### config.mk
export PLATFORM = sky130hd
export DESIGN_NAME = maxnet_driver
export DESIGN_NICKNAME = d
export VERILOG_FILES = /design/src/rtl/maxnet_driver.sv
export SDC_FILE = /design/constraint.sdc
export NUM_CORES = 1
export LEC_CHECK = 0
export CAP_MARGIN = 5
export CORE_MARGIN = 1.5
export CORE_UTILIZATION = 49
export DETAILED_ROUTE_END_ITERATION = 8
export GPL_ROUTABILITY_DRIVEN = 0
export HOLD_SLACK_MARGIN = 0.03
export PLACE_DENSITY = 0.89
export SLEW_MARGIN = 20
export SYNTH_ARGS = -nofsm -noshare
export SYNTH_HDL_FRONTEND = slang
export SYNTH_SLANG_ARGS = --single-unit
export TNS_END_PERCENT = 20
### constraint.sdc
create_clock -name clk -period 4.2 [get_ports clk]
set_input_delay 0.42 -clock clk [delete_from_list [all_inputs] [get_ports clk]]
set_output_delay 0.42 -clock clk [all_outputs]
set_load 0.02 [all_outputs]
### src/rtl/maxnet_driver.sv
// Initiator front end for Maxnet: packs four streamed samples into X1..X4, pulses start,
// waits for done and hands the winner downstream. Optional watchdog: MAXNET_DRV_TIMEOUT_EN.
module maxnet_driver #(
    parameter int WIDTH   = 5,
    parameter int TIMEOUT = 255
) (
    input  logic             clk,
    input  logic             rst,
    input  logic [WIDTH-1:0] in_data,
    input  logic             in_valid,
    output logic             in_ready,
    output logic             mn_start,
    output logic [WIDTH-1:0] mn_x1,
    output logic [WIDTH-1:0] mn_x2,
    output logic [WIDTH-1:0] mn_x3,
    output logic [WIDTH-1:0] mn_x4,
    input  logic             mn_done,
    input  logic [WIDTH-1:0] mn_result,
    output logic [WIDTH-1:0] res_data,
    output logic             res_valid,
    input  logic             res_ready,
    output logic             res_err,
    output logic             busy
);

    // Handshakes: a transfer happens on a rising edge where valid and ready are both high;
    // a producer holds valid and data stable until that edge, ready may change freely.
    localparam logic [1:0] S_COLLECT = 2'd0;
    localparam logic [1:0] S_START   = 2'd1;
    localparam logic [1:0] S_WAIT    = 2'd2;
    localparam logic [1:0] S_OUT     = 2'd3;

    logic [1:0]       state_q, state_d;
    logic [1:0]       cnt_q, cnt_d;
    logic [WIDTH-1:0] x1_q, x1_d, x2_q, x2_d, x3_q, x3_d, x4_q, x4_d;
    logic [WIDTH-1:0] res_data_q, res_data_d;
    logic             res_valid_q, res_valid_d;

`ifdef MAXNET_DRV_TIMEOUT_EN
    localparam int WD_W = ($clog2(TIMEOUT + 1) > 8) ? $clog2(TIMEOUT + 1) : 8;
    logic [WD_W-1:0] wd_q, wd_d;
    logic            res_err_q, res_err_d;
`endif

    always_comb begin
        state_d     = state_q;
        cnt_d       = cnt_q;
        x1_d        = x1_q;
        x2_d        = x2_q;
        x3_d        = x3_q;
        x4_d        = x4_q;
        res_data_d  = res_data_q;
        res_valid_d = res_valid_q;
`ifdef MAXNET_DRV_TIMEOUT_EN
        wd_d        = wd_q;
        res_err_d   = res_err_q;
`endif
        case (state_q)
            S_COLLECT: begin
                if (in_valid) begin
                    case (cnt_q)
                        2'd0:    x1_d = in_data;
                        2'd1:    x2_d = in_data;
                        2'd2:    x3_d = in_data;
                        default: x4_d = in_data;
                    endcase
                    cnt_d = cnt_q + 2'd1;
                    if (cnt_q == 2'd3) state_d = S_START;
                end
            end
            S_START: begin
                state_d = S_WAIT;
`ifdef MAXNET_DRV_TIMEOUT_EN
                wd_d    = '0;
`endif
            end
            S_WAIT: begin
                // A done on the same edge as the watchdog expiry takes priority.
                if (mn_done) begin
                    res_data_d  = mn_result;
                    res_valid_d = 1'b1;
                    state_d     = S_OUT;
`ifdef MAXNET_DRV_TIMEOUT_EN
                    res_err_d   = 1'b0;
                end else if (wd_q == WD_W'(TIMEOUT - 1)) begin
                    res_data_d  = '0;
                    res_valid_d = 1'b1;
                    res_err_d   = 1'b1;
                    state_d     = S_OUT;
                end else begin
                    wd_d        = wd_q + 1'b1;
`endif
                end
            end
            default: begin
                if (res_ready) begin
                    res_valid_d = 1'b0;
                    state_d     = S_COLLECT;
`ifdef MAXNET_DRV_TIMEOUT_EN
                    res_err_d   = 1'b0;
`endif
                end
            end
        endcase
    end

    always_ff @(posedge clk or negedge rst) begin
        if (!rst) begin
            state_q     <= S_COLLECT;
            cnt_q       <= 2'd0;
            x1_q        <= '0;
            x2_q        <= '0;
            x3_q        <= '0;
            x4_q        <= '0;
            res_data_q  <= '0;
            res_valid_q <= 1'b0;
        end else begin
            state_q     <= state_d;
            cnt_q       <= cnt_d;
            x1_q        <= x1_d;
            x2_q        <= x2_d;
            x3_q        <= x3_d;
            x4_q        <= x4_d;
            res_data_q  <= res_data_d;
            res_valid_q <= res_valid_d;
        end
    end

`ifdef MAXNET_DRV_TIMEOUT_EN
    always_ff @(posedge clk or negedge rst) begin
        if (!rst) begin
            wd_q      <= '0;
            res_err_q <= 1'b0;
        end else begin
            wd_q      <= wd_d;
            res_err_q <= res_err_d;
        end
    end
    assign res_err = res_err_q;
`else
    assign res_err = 1'b0;
`endif

    // Ready is held low while reset is asserted so the source sees no acceptance window.
    assign in_ready  = rst && (state_q == S_COLLECT);
    assign mn_start  = (state_q == S_START);
    assign busy      = (state_q != S_COLLECT);
    assign mn_x1     = x1_q;
    assign mn_x2     = x2_q;
    assign mn_x3     = x3_q;
    assign mn_x4     = x4_q;
    assign res_data  = res_data_q;
    assign res_valid = res_valid_q;

endmodule

==> summary.txt, run 1 <==
status: finished clean
Setup crit end kind: primary output
final worst-path cycle share: 0.6052
Final Cell Area: 0.001913 mm2
setup bufs post-CTS: 0
CTS tree: yes
Max Buffers Root-to-Sink: 2
sequential power share: 0.338
fmax: 0.3934 GHz
area occupied by registers: 750.7 um2
Min-Delay Path Class: in -> async
CTS root buf: clkbuf_4
GRT overflow: 0
P_leak: 0.0008550 uW
combinational power share: 0.551
Clock Skews: 0.008572 ns
dpl ws: 1.748 ns
asr flop ratio synth: 1.000
Distinct cells, synth: 21
max incr delay on CP: 0.59 ns
final worst slack: 1.658 ns
global-route wire length before repair: 4402 um
CP top delay family: buffers and inverters
die span in x: 56.36 um
Synth Register Bits: 30
CP Max Fanout: 9
CP required: 3.78 ns
gr usage total: 0.1923
Yosys Warn Count: 0
CTS hold repair buffers: 0
Vias/cell: 5.086
I/O Buffers: 43
clock slew at reported path FFs: 0.09 ns
Switch Pwr: 573.8 uW
post-cts resize count: 0
Clock power frac: 0.111
die area: 0.003176 mm2
Rows: 19
R2R setup slack: 2.34 ns
Sink Count: 30
Setup CP Type: reg -> out
Starting Density: 0.5103
WL/cell: 15.16 um
initial antenna violation count: 0
Routed Antenna Nets: 0
fraction of layout cells with a size suffix above 1: 0.2778
RSZ-0062 raised after global routing: no
Remaining DRCs: 0
Num CTS Buffers: 5
main flop type after synthesis: dfrtp_1
WP buf/inv: 2
Synthesized Nets: 120
Core Area: 0.002734 mm2
Syn Inst Count: 94
CP max-delay cell: clkdlybuf4s50_1
clk_lat worst skew: 0.32 ns
WP data arrival: 2.12 ns
post-synthesis sequential area ratio: 0.5381
vias post-DR: 890
PwrDens: 805.7 mW/mm2
area taken by multi-input logic gates: 603.1 um2
vias in the first global route: 935
Final Hold Fails: 0
Pins Over Slew Limit: 0
startpoint types: flop
max_cap viols: 0
Hold WS: 0.4787 ns
EDFF count, synth: 0
Pre-antenna DRT Iters: 4
area grow syn2layout: 37.13%
minimum clock period: 2.542 ns
Nets: 169
DR iter-0 viols: 13
Setup TNS: 0 ns
Die H: 56.36 um
crit-path cells: inv_1 > ha_1 > and2_1 > clkdlybuf4s50_1
pin count of the biggest net entering global routing: 32
Post-Route WL: 2653 um
internal power: 967.5 uW
Mapped Area: 0.001395 mm2
DP HPWL: 2036 um
H-tree levels: 2
Area after DPL: 0.001853 mm2
fill count: 197
Final setup viols: 0
Max VDD drop: 0.0005368 V
Avg Inst Size Synth: 14.84 um2
# IOs: 45
# diodes: 0
Net Sw Frac: 0.3723
-- Yosys cell counts (all sizes together), types with 2 or more instances --
| cell type | number | area (um2) |
|---|---|---|
| nand3 | 4 | 20.02 |
| inv | 6 | 22.52 |
| buf | 2 | 18.77 |
| mux2 | 28 | 319.1 |
| nand2 | 2 | 7.510 |
| dfrtp | 30 | 750.7 |
| nor2b | 2 | 20.02 |
| ha | 11 | 137.6 |
-- registers in the layout, indices dropped and copies added (netlist names) --
signal     flops
mn_x4          5
cnt_q          2
mn_x1          5
state_q        2
res_valid      1
mn_x3          5
mn_x2          5
res_data       5
-- cell type report --
type,count,share of cell area
multi-input combinational,56,0.3152
inverter,6,0.01177
tap,31,0.02027
clock inverter,1,0.002616
clock buffer,7,0.02878
timing repair buffer,44,0.2289
sequential,30,0.3924
-- placed cells by master (no fill, tap or decap) --
cell type,count
buf_4,1
a2111oi_4,1
conb_1,1
dfrtp_1,30
mux2_4,1
xnor2_1,1
mux2_2,27
nand3_1,4
clkinv_2,1
clkbuf_4,5
o21bai_1,1
clkbuf_8,1
mux2i_1,1
clkbuf_1,1
nand2b_1,1
and2_1,1
inv_1,5
clkdlybuf4s50_1,43
a211oi_1,1
nor2b_4,1
nand2_1,2
inv_2,1
nor4_4,1
nor2b_1,1
ha_1,11
-- path summary, 6_finish.rpt --
check                      depth (start not counted)          end   startpoint
setup reg to reg                                   5   state_q[1]   state_q[0]
min in group clk                                   1  res_data[4]  res_data[4]
max in group asynchronous                          2  res_data[1]          rst
hold / removal                                     2    res_valid          rst
hold reg to reg                                    1  res_data[4]  res_data[4]
setup / recovery                                   4     in_ready   state_q[0]
-- metrics by stage --
stage	instances	utilization	power, uW
3_5_place_dp	167	0.6778	1383
3_3_place_gp	167	0.6778	1347
4_1_cts	175	0.6998	1561
6_report	175	0.6998	1541
5_1_grt	175	0.6998	1641
2_1_floorplan	94	-	1022
-- power by group through the flow --
stage	Combinational, uW	Clock (uW)	Sequential [uW]
floorplan	356	0	666
global placement	830	0	517
detailed placement	857	0	525
CTS	862	178	520
global route	908	196	537
finish	850	171	521
-- cells by family after synthesis --
family / Yosys count / share of synthesized area
AOI/OAI and AO/OA: 3 / 0.03050
xor gates and xnor gates: 1 / 0.006279
adders and majority gates: 11 / 0.09865
buffers and inverters: 8 / 0.02960
DFF: 30 / 0.5381
muxes: 29 / 0.2359
other: 1 / 0.002688
and+or+nand+nor: 11 / 0.05830
-- metal layers --
layer  vias to the layer above  track usage  part of all wire
met5                         -            0                 0
met1                       438       0.2095              0.40
met2                        24       0.3311              0.54
met4                         0      0.09524             0.019
met3                         6      0.06682             0.041
li1                        422            -                 -
(Power assumes the default switching activity.)
==> run 2, diff against run 1 <==
--- a/config.mk
+++ b/config.mk
@@ -7,11 +7,11 @@
 export LEC_CHECK = 0
 export CAP_MARGIN = 5
 export CORE_MARGIN = 1.5
-export CORE_UTILIZATION = 49
+export CORE_UTILIZATION = 45
 export DETAILED_ROUTE_END_ITERATION = 8
 export GPL_ROUTABILITY_DRIVEN = 0
 export HOLD_SLACK_MARGIN = 0.03
-export PLACE_DENSITY = 0.89
+export PLACE_DENSITY = 0.83
 export SLEW_MARGIN = 20
 export SYNTH_ARGS = -nofsm -noshare
 export SYNTH_HDL_FRONTEND = slang
==> constraint.sdc (replaced) <==
create_clock -name clk -period 2.5 [get_ports clk]
set_input_delay 0.25 -clock clk [delete_from_list [all_inputs] [get_ports clk]]
set_output_delay 0.25 -clock clk [all_outputs]
set_load 0.02 [all_outputs]
==> run 2 against run 1 <==
Against the previous run: via count down 1.8%; critical path type unchanged; sequential cell count stayed put; critical path depth did not move; sequential power up 67%; final cell count stayed put; die area increased by 8.4%; setup slack got worse by 1.5 ns.
==> summary.txt, run 2 (same netlist as run 1, synthesis figures left out) <==
final worst-path cycle share: 0.9307
internal power: 1618 uW (+67%)
Pre-antenna DRT Iters: 4 (unchanged)
pin count of the biggest net entering global routing: 31 (-3.1%)
RSZ-0062 raised after global routing: no
Max Buffers Root-to-Sink: 2 (unchanged)
PwrDens: 1348 mW/mm2 (+67%)
Min-Delay Path Class: in -> async
die area: 0.003443 mm2 (+8.4%)
Die H: 58.68 um (+4.1%)
CTS root buf: clkbuf_4
Num CTS Buffers: 5 (unchanged)
Setup crit end kind: primary output
Final Cell Area: 0.001907 mm2 (-0.33%)
# diodes: 0 (unchanged)
CP required: 2.25 ns (-1.53 ns)
gr usage total: 0.1828 (-0.009571)
Setup CP Type: reg -> out
Switch Pwr: 951.7 uW (+66%)
area occupied by registers: 750.7 um2 (unchanged)
most frequent cells in the layout: clkdlybuf4s50_1 (43), dfrtp_1 (30), mux2_2 (27)
clock slew at reported path FFs: 0.08 ns (about the same)
initial antenna violation count: 0 (unchanged)
DR iter-0 viols: 16 (+3)
vias post-DR: 874 (-1.8%)
Net Sw Frac: 0.3703 (-0.001968)
R2R setup slack: 0.69 ns (-1.65 ns)
die span in x: 58.68 um (+4.1%)
Post-Route WL: 2673 um (+0.75%)
WL/cell: 15.27 um (+0.75%)
fmax: 0.4298 GHz
# IOs: 45 (unchanged)
minimum clock period: 2.327 ns
Pins Over Slew Limit: 0 (unchanged)
gr busiest metal: met2
global-route wire length before repair: 4395 um (-0.16%)
status: finished clean
Clock Skews: 0.005667 ns (-0.002905 ns)
met2 Use GR: 0.2873 (-0.04377)
WP data arrival: 2.08 ns (-0.04 ns)
Remaining DRCs: 0 (unchanged)
Core Area: 0.003003 mm2 (+9.8%)
I/O Buffers: 43 (unchanged)
sequential power share: 0.338 (about the same)
Final Hold Fails: 0 (unchanged)
Sink Count: 30 (unchanged)
combinational power share: 0.558 (+0.007)
H-tree levels: 2 (unchanged)
CTS hold repair buffers: 0 (unchanged)
max_cap viols: 0 (unchanged)
Final setup viols: 0 (unchanged)
DP HPWL: 2072 um (+1.8%)
reg2reg end: mn_x1[2]
setup bufs post-CTS: 0 (unchanged)
Max VDD drop: 0.0005424 V (+1.1%)
Vias/cell: 4.994 (-1.8%)
fraction of layout cells with a size suffix above 1: 0.2746 (-0.003130)
vias in the first global route: 913 (-2.4%)
Hold WS: 0.3887 ns (-0.09003 ns)
Routed Antenna Nets: 0 (unchanged)
startpoint types: flop
area taken by multi-input logic gates: 603.1 um2 (unchanged)
Rows: 20 (+1)
Clock power frac: 0.104 (-0.007)
clk_lat worst skew: 0.31 ns (about the same)
met3 Usage GRT: 0.07912 (+0.01230)
area grow syn2layout: 36.68%
M1 GR Usage: 0.2248 (+0.01534)
most common cell after layout, fill and taps aside: clkdlybuf4s50_1
GRT overflow: 0 (unchanged)
CTS tree: yes
R2R Path Start: state_q[0]
P_leak: 0.0008499 uW (-0.60%)
Setup TNS: 0 ns (unchanged)
CP Max Fanout: 9 (unchanged)
Area after DPL: 0.001856 mm2 (+0.13%)
post-cts resize count: 0 (unchanged)
fill count: 259 (+31%)
Power Total: 2570 uW (+67%)
reg2reg path depth: 4 (-1)
Nets: 169 (unchanged)
Starting Density: 0.4646 (-0.04571)
run 2: changes by cell type in the layout (fill, tap and decap cells not counted), sizes merged:
cell	change
clkbuf	-1
clkinv	-1
run 2: routing by layer:
layer,share of wire,vias to the layer above
met2,0.50,20
met4,0.016,0
met3,0.052,5
met5,0,-
li1,-,417
met1,0.43,432
run 2: worst max-delay path by stage:
stage	from	endpoint	cells after the start
after floorplan	state_q[0]	state_q[1]	5
after global routing	state_q[0]	in_ready	4
after detailed placement	state_q[0]	in_ready	4
after CTS	state_q[0]	in_ready	4
after global placement	state_q[0]	in_ready	4
final	state_q[0]	in_ready	4
run 2: power groups by stage:
stage	combinational (uW)	sequential, uW	clock (uW)
after global routing	1530	906	304
after detailed placement	1440	884	0
after floorplan	598	1120	0
after global placement	1400	863	0
final	1430	868	268
after CTS	1450	873	278
run 2: area by class of cell:
cell class | count | area share
Clock buffer | 6 | 0.02690
Timing Repair Buffer | 44 | 0.2297
Multi-Input combinational cell | 56 | 0.3163
Sequential cell | 30 | 0.3937
Tap cell | 33 | 0.02165
Inverter | 6 | 0.01181
run 2: critical path, stage by stage (launching register included):
cell,delay [ns]
dfrtp_1,0.41
inv_1,0.15
ha_1,0.43
and2_1,0.19
clkdlybuf4s50_1,0.59
run 2: metrics by stage:
stage / util / instances / worst slack [ns]
4_1_cts: 0.6350 / 175 / 0.1496
6_report: 0.6350 / 175 / 0.1732
2_1_floorplan: - / 94 / 0.8832
3_3_place_gp: 0.6179 / 169 / 0.5695
5_1_grt: 0.6350 / 175 / 0.01835
3_5_place_dp: 0.6179 / 169 / 0.4967
